## src/rtl/iot_event_scheduler.sv

```systemverilog
// Round-robin connect/disconnect arbiter feeding the active-device monitor: ack/rej one cycle after sampling req, one event per 2 cycles.
// Losing requests stay pending until served; defining IOT_SCHED_STATS_EN adds a saturating rej_cnt output.
module iot_event_scheduler #(
    parameter int N_DEV      = 8,
    parameter int MAX_ACTIVE = 6
) (
    input  logic             clk,
    input  logic             rst,
    input  logic [N_DEV-1:0] req,
    input  logic [N_DEV-1:0] req_on,
    output logic [N_DEV-1:0] ack,
    output logic [N_DEV-1:0] rej,
    output logic             change,
    output logic             on_off,
    output logic [N_DEV-1:0] active_map,
    output logic [7:0]       active_cnt
`ifdef IOT_SCHED_STATS_EN
    ,
    output logic [15:0]      rej_cnt
`endif
);

    localparam int PW = $clog2(N_DEV);

    typedef enum logic {IDLE, ISSUE} state_t;

    state_t           state_q;
    logic [PW-1:0]    ptr_q;
    logic [N_DEV-1:0] ack_q;
    logic [N_DEV-1:0] rej_q;
    logic             change_q;
    logic             on_off_q;
    logic [N_DEV-1:0] active_map_q;
    logic [7:0]       active_cnt_q;

    logic             win_vld_d;
    logic [PW-1:0]    win_idx_d;
    logic [N_DEV-1:0] win_oh_d;
    logic             win_on_d;
    logic             accept_d;
    logic [N_DEV-1:0] active_map_d;
    logic [7:0]       active_cnt_d;

    // Walk downward from the farthest offset so the nearest requester after ptr_q wins.
    always_comb begin
        logic [PW-1:0] cand;
        win_vld_d = 1'b0;
        win_idx_d = '0;
        cand      = '0;
        for (int k = N_DEV; k >= 1; k--) begin
            cand = PW'((int'(ptr_q) + k) % N_DEV);
            if (req[cand]) begin
                win_vld_d = 1'b1;
                win_idx_d = cand;
            end
        end
    end

    always_comb begin
        win_oh_d     = N_DEV'(1) << win_idx_d;
        win_on_d     = req_on[win_idx_d];
        accept_d     = (win_on_d != active_map_q[win_idx_d]) &&
                       !(win_on_d && (active_cnt_q == 8'(MAX_ACTIVE)));
        active_map_d = win_on_d ? (active_map_q | win_oh_d) : (active_map_q & ~win_oh_d);
        active_cnt_d = win_on_d ? (active_cnt_q + 8'd1) : (active_cnt_q - 8'd1);
    end

    always_ff @(posedge clk) begin
        if (rst) begin
            state_q      <= IDLE;
            ptr_q        <= PW'(N_DEV - 1);
            ack_q        <= '0;
            rej_q        <= '0;
            change_q     <= 1'b0;
            on_off_q     <= 1'b0;
            active_map_q <= '0;
            active_cnt_q <= '0;
        end else if (state_q == IDLE) begin
            if (win_vld_d) begin
                state_q <= ISSUE;
                ptr_q   <= win_idx_d;
                if (accept_d) begin
                    ack_q        <= win_oh_d;
                    change_q     <= 1'b1;
                    on_off_q     <= win_on_d;
                    active_map_q <= active_map_d;
                    active_cnt_q <= active_cnt_d;
                end else begin
                    rej_q <= win_oh_d;
                end
            end
        end else begin
            state_q  <= IDLE;
            ack_q    <= '0;
            rej_q    <= '0;
            change_q <= 1'b0;
            on_off_q <= 1'b0;
        end
    end

`ifdef IOT_SCHED_STATS_EN
    logic [15:0] rej_cnt_q;

    always_ff @(posedge clk) begin
        if (rst) begin
            rej_cnt_q <= '0;
        end else if (state_q == IDLE && win_vld_d && !accept_d && rej_cnt_q != 16'hFFFF) begin
            rej_cnt_q <= rej_cnt_q + 16'd1;
        end
    end

    assign rej_cnt = rej_cnt_q;
`endif

    assign ack        = ack_q;
    assign rej        = rej_q;
    assign change     = change_q;
    assign on_off     = on_off_q;
    assign active_map = active_map_q;
    assign active_cnt = active_cnt_q;

endmodule

```

## config.mk

```make
export PLATFORM = sky130hd
export DESIGN_NAME = iot_event_scheduler
export DESIGN_NICKNAME = d
export VERILOG_FILES = /design/src/rtl/iot_event_scheduler.sv
export SDC_FILE = /design/constraint.sdc
export NUM_CORES = 1
export LEC_CHECK = 0
export BUFFER_PORTS_ARGS = -buffer_cell sky130_fd_sc_hd__clkbuf_2
export CAP_MARGIN = 0
export CORE_AREA = 2 2 83 85
export CTS_CLUSTER_SIZE = 20
export DETAILED_ROUTE_END_ITERATION = 6
export DIE_AREA = 0 0 85 87
export GPL_TIMING_DRIVEN = 0
export PLACE_DENSITY_LB_ADDON = 0.05
export SYNTH_ARGS = -nofsm -noshare
export SYNTH_HDL_FRONTEND = slang
export SYNTH_SLANG_ARGS = --single-unit
```

## constraint.sdc

```tcl
create_clock -name clk -period 11.35 [get_ports clk]
set_clock_uncertainty 0.15 [all_clocks]
set_input_delay 1.135 -clock clk [delete_from_list [all_inputs] [get_ports clk]]
set_output_delay 1.135 -clock clk [all_outputs]
set_load 0.005 [all_outputs]
```

==> flow_summary.yaml <==
synth:
  ys_ff_latch: 38
  synth.avg_cell_area_um2: 8.82
  ys.flop_type: "dfxtp_1"
  syn_area_um2: 3180
  synth-edff-count: 0
  synth.yosys.warnings: 0
  synth_cell_types: 70
  yosys-top-cells-area: "dfxtp_1 24%, mux4_2 9.9%, mux2i_1 9.4%"
  async_flop_share_pct: 0
  synth.top_cell.area_share_pct: 23.9
  seq_area_frac_synth_pct: 23.9
  yosys.area.top_type: "dfxtp_1"
  synthesis.nets: 382
  synth_cells: 361
min_path:
  hold_path.class: "flop to flop"
  hold_path_startpoint: "rej[5]$_SDFFE_PP0P_"
  worst_hold_path.endpoint: "rej[5]$_SDFFE_PP0P_"
  whs_path_depth: 2
clocking:
  htree_num_levels: 2
  cts_setup_buffers: 0
  insertion_delay_ns: 0.30
  cts_inserted_buffers: 5
  cts_hold_buf: 0
  path_clk_slew_ns: 0.08
  clockRootBuffer: "clkbuf_8"
  cts_resized: 0
  cts_num_sinks: 38
  max-clock-path-buffers: 2
  cts_tree: "done"
placed_design:
  dp_hpwl_um: 6300
  dpl_cell_area_um2: 3530
  dpl_worst_slack_ns: 5.54
  io_buffer_count: 49
  gp_congestion: 0.846
critical_path:
  rrSetupSlack_ns: 5.56
  r2r_start: "ptr_q[1]$_SDFFE_PP1P_"
  critPathRequiredTime_ns: 11.39
  r2r_end: "active_cnt[4]$_SDFFE_PP0P_"
  worstPathMaxFanout: 10
  r2r_cells: 16
  startpoint_type: "flop"
  critPathKind: "flop to flop"
  cp-end-kind: "flop"
  worst-endpoint-arrival_ns: 5.83
sta:
  layout_min_cycle_time_ns: 5.79
  hold_viol: 0
  tns_ns: 0
  drv_slew: 0
  slew_headroom_pct: 22.2
  worst_pin_slew_ns: 1.16
  period_share_pct: 51.0
  max_freq_ghz: 0.173
  setup_viol: 0
  setup_ws_ns: 5.56
  hold_ws_ns: 0.307
  rsz0062_at_grt: "false"
route:
  first_iter_violations: 133
  routedWlPerCell_um: 17.1
  post-route-drc-count: 0
  via_per_inst: 6.08
  antenna_left: 0
  drt-pass1-iter-count: 5
  vias: 3028
  drt-total-wl_um: 8500
global_routing:
  grt_use_total_pct: 23.8
  grt_max_degree: 13
  antenna_found_initial: 0
  grt_pass1_wl_um: 14200
  grt-ovfl-total: 0
  first_global_vias: 2829
die:
  ios: 52
  die-width_um: 85
  core_um2: 6570
  rows: 30
  die_h_um: 87
  initial_core_util_pct: 48.5
  dieArea_um2: 7400
layout:
  layout-drive-gt1-share_pct: 25.1
  antenna_cells: 0
  finalNetCount: 438
  area_growth_pct: 13.8
  final_area_um2: 3620
run_status:
  status: "completed"
job:
  drv_cap: 0
[worst max-delay path: stages (launching register included)]
cell and delay [ns]:
dfxtp_1 0.33, buf_2 0.21, buf_2 0.27, inv_1 0.14
ha_1 0.40, mux4_1 0.74, mux2i_1 0.36, o311ai_1 0.19
a221oi_1 0.66, buf_2 0.35, mux2_2 0.37, buf_2 0.19
xnor2_1 0.14, ha_1 0.26, or3_1 0.38, a2bb2oi_1 0.21
mux2_1 0.33
[metrics by stage]
step / cells / utilization (%)
global route: 498 / 55.2
finish: 498 / 55.2
floorplan: 361 / -
CTS: 498 / 55.2
global placement: 490 / 53.7
detailed placement: 490 / 53.7
[synth_stat cells, drive strengths merged, types with 7 or more instances]
library cell  instances
nor2b                10
nor2                 34
mux2                 12
dfxtp                38
o21ai                11
nand2                47
buf                  13
nor3                  7
mux4                 16
mux2i                32
inv                  11
a21oi                17
clkbuf               15
[kinds of logic after synthesis]
| logic type | Yosys count | synth area share (%) |
|---|---|---|
| AO/OA/AOI/OAI | 78 | 18.6 |
| XOR/XNOR | 6 | 2.12 |
| adder cells (fa/ha/maj) | 3 | 1.18 |
| buffers and inverters | 39 | 6.09 |
| flip-flops | 38 | 23.9 |
| multiplexers | 60 | 26.5 |
| AND/OR/NAND/NOR | 137 | 21.7 |
[area by class of cell]
cell class / instances / area [um^2]
clock buffer: 6 / 82.6
sequential: 38 / 761
multi-input combinational: 284 / 2230
clock inverter: 2 / 12.5
buffer: 28 / 153
fill: 622 / 2950
inverter: 11 / 41.3
timing repair buffer: 49 / 245
tap: 80 / 100
[placed cells by master (no fill, tap or decap), types with 5 or more instances in the layout]
master	netlist	routed
clkbuf_8	0	6
nor2b_1	10	10
a21oi_1	16	16
mux2i_1	30	30
nand4_1	5	5
nor2_1	34	34
mux2_2	5	5
nor3_1	5	5
and3_1	5	5
o21ai_0	9	9
buf_2	5	5
inv_1	10	10
mux2_1	6	6
clkbuf_2	0	49
clkbuf_1	15	15
a221oi_1	5	5
nand2_1	47	47
a32o_1	5	5
mux4_2	14	14
dfxtp_1	38	38
[per-layer routing]
layer	GRT usage (%)	part of all wire [%]
met1	33.8	47
met2	37.9	46
met3	3.89	5.4
met4	6.06	1.1
met5	0	0
[how the worst max path moves through the flow]
stage	slack (ns)	startpoint	cells past startpoint	end
floorplan	6.29	req[3]	13	active_cnt[4]$_SDFFE_PP0P_
global placement	5.60	req[0]	14	active_cnt[4]$_SDFFE_PP0P_
detailed placement	5.54	req[0]	14	active_cnt[4]$_SDFFE_PP0P_
CTS	5.58	ptr_q[1]$_SDFFE_PP1P_	16	active_cnt[4]$_SDFFE_PP0P_
global route	5.23	ptr_q[1]$_SDFFE_PP1P_	16	active_cnt[4]$_SDFFE_PP0P_
finish	5.56	ptr_q[1]$_SDFFE_PP1P_	16	active_cnt[4]$_SDFFE_PP0P_
Power is not shown: default switching activity piles up to over one toggle a cycle in this logic, so the estimate is an artifact.
